### config.mk
export PLATFORM = sky130hd
export DESIGN_NAME = operand_fetch
export DESIGN_NICKNAME = d
export VERILOG_FILES = /design/src/rtl/operand_fetch.sv
export SDC_FILE = /design/constraint.sdc
export NUM_CORES = 2
export LEC_CHECK = 0
export ABC_AREA = 1
export CORE_MARGIN = 2
export CORE_UTILIZATION = 36
export CTS_BUF_LIST = sky130_fd_sc_hd__clkbuf_4
export DETAILED_ROUTE_END_ITERATION = 10
export GPL_TIMING_DRIVEN = 1
export PLACE_DENSITY_LB_ADDON = 0.1
export SKIP_LAST_GASP = 1
export SLEW_MARGIN = 10
export SYNTH_ARGS = -nofsm -noshare
export SYNTH_HDL_FRONTEND = slang
export SYNTH_SLANG_ARGS = --single-unit
### constraint.sdc
create_clock -name clock -period 7.77 [get_ports clock]
set_input_delay 0.777 -clock clock [delete_from_list [all_inputs] [get_ports clock]]
set_output_delay 0.777 -clock clock [all_outputs]
set_load 0.1 [all_outputs]
### src/rtl/operand_fetch.sv
// Operand fetch: register file read with write-back bypass, scoreboard hazard check, registered ALU operands.
// Latency: one cycle from accepted issue to ex_valid with regA/regB/aluOp/ex_rd loaded.
// Backpressure: issue_ready drops while the output stage is stalled, on flush, or when a source/dest register is pending.
//
// Ports:
//   clock, reset         single clock, synchronous active-high reset
//   issue_*              decoded instruction in (valid/ready handshake)
//   ex_*, regA/regB/aluOp registered operation out (valid/ready handshake)
//   wb_en/wb_rd/wb_data  register write-back, also bypassed into a same-cycle issue
//   flush                drop the in-flight operation and all pending marks
module operand_fetch #(
  parameter int DATA_W = 32,
  parameter int REG_N  = 32
) (
  input  logic              clock,
  input  logic              reset,
  input  logic              issue_valid,
  output logic              issue_ready,
  input  logic [4:0]        issue_rs,
  input  logic [4:0]        issue_rt,
  input  logic [4:0]        issue_rd,
  input  logic [5:0]        issue_op,
  input  logic [DATA_W-1:0] issue_imm,
  input  logic              issue_use_imm,
  output logic              ex_valid,
  input  logic              ex_ready,
  output logic [DATA_W-1:0] regA,
  output logic [DATA_W-1:0] regB,
  output logic [5:0]        aluOp,
  output logic [4:0]        ex_rd,
  input  logic              wb_en,
  input  logic [4:0]        wb_rd,
  input  logic [DATA_W-1:0] wb_data,
  input  logic              flush
);

  logic [DATA_W-1:0] rf_q [REG_N];
  logic [REG_N-1:0]  pend_q, pend_d;

  logic              ex_valid_q, ex_valid_d;
  logic [DATA_W-1:0] regA_q, regA_d;
  logic [DATA_W-1:0] regB_q, regB_d;
  logic [5:0]        aluOp_q, aluOp_d;
  logic [4:0]        ex_rd_q, ex_rd_d;

  logic              wb_hit;
  logic              rs_busy, rt_busy, rd_busy;
  logic              out_free;
  logic              accept;
  logic [DATA_W-1:0] opa, opb;

  // A write-back to r0 is architecturally a no-op.
  assign wb_hit = wb_en && (wb_rd != 5'd0);

  // A pending register whose write-back lands this cycle is already resolved,
  // since the value is forwarded from wb_data.
  assign rs_busy = pend_q[issue_rs] && !(wb_en && (wb_rd == issue_rs));
  assign rt_busy = pend_q[issue_rt] && !(wb_en && (wb_rd == issue_rt));
  assign rd_busy = pend_q[issue_rd] && !(wb_en && (wb_rd == issue_rd));

  assign out_free    = !ex_valid_q || ex_ready;
  assign issue_ready = out_free && !flush && !rs_busy &&
                       (issue_use_imm || !rt_busy) && !rd_busy;
  assign accept      = issue_valid && issue_ready;

  // Operand read with write-back bypass; r0 is forced to zero regardless of storage.
  always_comb begin
    opa = '0;
    opb = '0;
    if (issue_rs != 5'd0) begin
      opa = (wb_hit && (wb_rd == issue_rs)) ? wb_data : rf_q[issue_rs];
    end
    if (issue_rt != 5'd0) begin
      opb = (wb_hit && (wb_rd == issue_rt)) ? wb_data : rf_q[issue_rt];
    end
    if (issue_use_imm) begin
      opb = issue_imm;
    end
  end

  // Pending scoreboard: a new destination mark overrides a same-cycle clear;
  // flush wipes everything.
  always_comb begin
    pend_d = pend_q;
    if (wb_en) begin
      pend_d[wb_rd] = 1'b0;
    end
    if (accept && (issue_rd != 5'd0)) begin
      pend_d[issue_rd] = 1'b1;
    end
    if (flush) begin
      pend_d = '0;
    end
  end

  // Output stage: load on accept, drain on consume, hold otherwise.
  always_comb begin
    ex_valid_d = ex_valid_q;
    regA_d     = regA_q;
    regB_d     = regB_q;
    aluOp_d    = aluOp_q;
    ex_rd_d    = ex_rd_q;
    if (accept) begin
      ex_valid_d = 1'b1;
      regA_d     = opa;
      regB_d     = opb;
      aluOp_d    = issue_op;
      ex_rd_d    = issue_rd;
    end else if (ex_ready) begin
      ex_valid_d = 1'b0;
    end
    if (flush) begin
      ex_valid_d = 1'b0;
    end
  end

  // Register file: write-back still lands during a flush.
  always_ff @(posedge clock) begin
    if (reset) begin
      for (int i = 0; i < REG_N; i++) begin
        rf_q[i] <= '0;
      end
    end else if (wb_hit) begin
      rf_q[wb_rd] <= wb_data;
    end
  end

  always_ff @(posedge clock) begin
    if (reset) begin
      pend_q     <= '0;
      ex_valid_q <= 1'b0;
      regA_q     <= '0;
      regB_q     <= '0;
      aluOp_q    <= '0;
      ex_rd_q    <= '0;
    end else begin
      pend_q     <= pend_d;
      ex_valid_q <= ex_valid_d;
      regA_q     <= regA_d;
      regB_q     <= regB_d;
      aluOp_q    <= aluOp_d;
      ex_rd_q    <= ex_rd_d;
    end
  end

  assign ex_valid = ex_valid_q;
  assign regA     = regA_q;
  assign regB     = regB_q;
  assign aluOp    = aluOp_q;
  assign ex_rd    = ex_rd_q;

endmodule

==> metrics.txt <==
status complete, no violations; setup violators final 0; Slew headroom 15.3%; #FFs+latches synth 1,132; CTS tree yes; Residual DRC 0; crit path DAT 4.35 ns; Setup crit start kind primary input; final period utilization 66.0%; # clock sinks 1,132; Initial Utilization 36.2%; first-pass GRT wire length 406 mm; WHS 0.148 ns; clk buf depth 4; Slowest-stage cell, CP clkdlybuf4s50_1; CP endpoint kind output port; Seq/Total Area, Yosys 53.9%; Placer Congestion 0.899; fin nets 7,416; Mean Syn Cell Area 8.36 um^2; Final ANT Viol Nets 0; clk slew on worst S/H paths 0.06 ns; HPWL after DPL 165 mm; Static Leak 25.5 nW; vias in the first global route 55,000; total of max-cap violations 0; Die ar. 173,000 um^2; IO Port Bufs 173; Max Slew Vio Count 0; clk root buf clkbuf_4; Core Area 169,000 um^2; grt total ovfl 0; post-CTS sizing 0; clock period minus worst slack 5.13 ns; total CTS buffers 336; Die H 416 um; final hold violations 0; P&R area growth vs syn 12.1%; Vias 58,000; initial antenna violation count 9; Hold Crit Class primary input to register; PwrDens 220 nW/um^2; Synth cell types 31; Iter 0 DRT Violations 7,623; Required @ worst endpoint 6.99 ns; routed wire length 288 mm; Worst Skew 0.0845 ns; most used cell, CP nand2_1; layout cells sized above 1 10.3%; critical path fanouts, max 25; pin count of the biggest net entering global routing 197; WL/cell 29.5 um; H-tree depth 5; Worst path max stage delay 1.14 ns; Synth Instances 7,306; worst slew pin tran 1.26 ns; row cnt 151; chip width 416 um; Crit Path Class primary input to output port; All-Layer GR Usage 32.5%; Ports 174; Fmax 195 MHz; Total Neg Setup Slack 0 ns; Detailed Routing Iterations Pass 1 8; Synth warnings 0; RSZ-0062 raised after global routing no; CP Cell Sequence clkdlybuf4s50_1 > inv_2 > nand2_1 > nand2_1 > nand2_1 > nand2_1 > nand2_1 > nand2_1 > nor2_1 > nand2_1 > a21oi_2 > nand3_2 > inv_1 > clkdlybuf4s50_1; mapped cell area 61,100 um^2; vias per inst 5.94; Worst-Skew Late Latency 1.33 ns; maximum vdd drop 0.000179 V
final cells by class:
cell class	instances	area [um^2]
fill	17200	100000
sequential	1132	32900
multi-input combinational	5060	23800
clock buffer	506	3800
timing repair buffer	351	3250
tap	2218	2780
inverter	438	1670
clock inverter	51	219
antenna	9	22.5
worst max-delay path, delay by kind of cell:
family	cells	cell delay [ns]
AND/OR/NAND/NOR	9	0.78
AO/OA/AOI/OAI	1	0.14
buffers and inverters	4	2.63
flip-flops by register name (all words and copies together), names as in the netlist:
register  count
aluOp         6
ex_rd         5
ex_valid      1
pend_q       32
regA         32
regB         32
rf_q       1024
layout by cell type, fill, tap and decap left out, types with 108 or more instances in the layout:
master | Yosys | layout
o21ai_0 | 1059 | 1056
clkdlybuf4s50_1 | 0 | 160
inv_1 | 428 | 422
a21oi_1 | 522 | 522
dfxtp_1 | 108 | 108
edfxtp_1 | 1024 | 1024
nand2_1 | 754 | 697
clkbuf_4 | 0 | 506
buf_4 | 21 | 164
nand3_1 | 544 | 542
o211ai_1 | 409 | 409
nor2_1 | 1566 | 1564
through the flow:
stage | power (mW) | util [%] | setup WS [ns] | cell area [um^2] | instances
after floorplan | 8.48 | - | 4.60 | 61200 | 7337
after global placement | 9.45 | 38.1 | 2.32 | 64400 | 9192
after detailed placement | 9.46 | 38.1 | 2.73 | 64400 | 9193
after CTS | 15.1 | 40.5 | 2.72 | 68500 | 9756
after global routing | 15.7 | 40.5 | 2.38 | 68500 | 9763
final | 15.1 | 40.5 | 2.64 | 68500 | 9765
where the power goes:
part           leakage (nW)  internal [mW]  switching [mW]
logic                  12.4          0.519            1.77
clock network          2.44           2.97            2.74
registers              10.6           6.96           0.148
total                  25.5           10.4            4.65
metal layers:
metal	vias up	track usage, %	routed length (um)
met5	-	0	22
met4	4	20.9	20300
met3	743	6.25	27000
met2	3551	50.2	128000
met1	28300	41.6	113000
li1	25400	-	-
path summary, 6_finish.rpt:
kind	slack, ns	to	cells after the start	from
setup / recovery	2.64	issue_ready	14	issue_rd[0]
hold / removal	0.15	regB[18]	5	issue_imm[18]
setup reg to reg	4.60	regA[30]	13	pend_q[26]
hold reg to reg	0.47	regA[25]	2	regA[25]
synth_stat cells:
library cell | number | area [um^2]
nor2_1 | 1566 | 5880
o21ai_0 | 1059 | 5300
edfxtp_1 | 1024 | 30700
nand2_1 | 754 | 2830
nand3_1 | 544 | 2720
a21oi_1 | 522 | 2610
clkbuf_1 | 471 | 1770
inv_1 | 428 | 1610
o211ai_1 | 409 | 3070
buf_2 | 129 | 646
dfxtp_1 | 108 | 2160
buf_1 | 70 | 263
o22ai_1 | 64 | 400
a31oi_1 | 24 | 150
nor3_1 | 23 | 115
o21bai_1 | 23 | 173
buf_4 | 21 | 158
o21ai_1 | 20 | 100
buf_6 | 16 | 180
inv_2 | 8 | 30.0
a211oi_1 | 6 | 45.0
xor2_1 | 4 | 35.0
nand4_1 | 3 | 18.8
clkinv_1 | 2 | 7.51
o31ai_1 | 2 | 15.0
a21oi_2 | 1 | 8.76
a311oi_1 | 1 | 8.76
conb_1 | 1 | 3.75
nand3_2 | 1 | 10.0
nor2_4 | 1 | 11.3
nor4_4 | 1 | 21.3
cell families (layout without fill, tap and decap cells):
group	Yosys count	after routing	synth area share, %
flip-flops	1132	1132	53.9
XOR/XNOR	4	4	0.0573
AO/OA/AOI/OAI	2131	2131	19.4
other	1	41	0.00614
AND/OR/NAND/NOR	2893	2893	19.0
buffers and inverters	1145	1346	7.62
repair_timing:
action,CTS,global route
endpoints found under the hold margin,32,0
buffers inserted,0,0
hold buffers,6,0
Note: power is estimated with default switching activity, not from simulation.
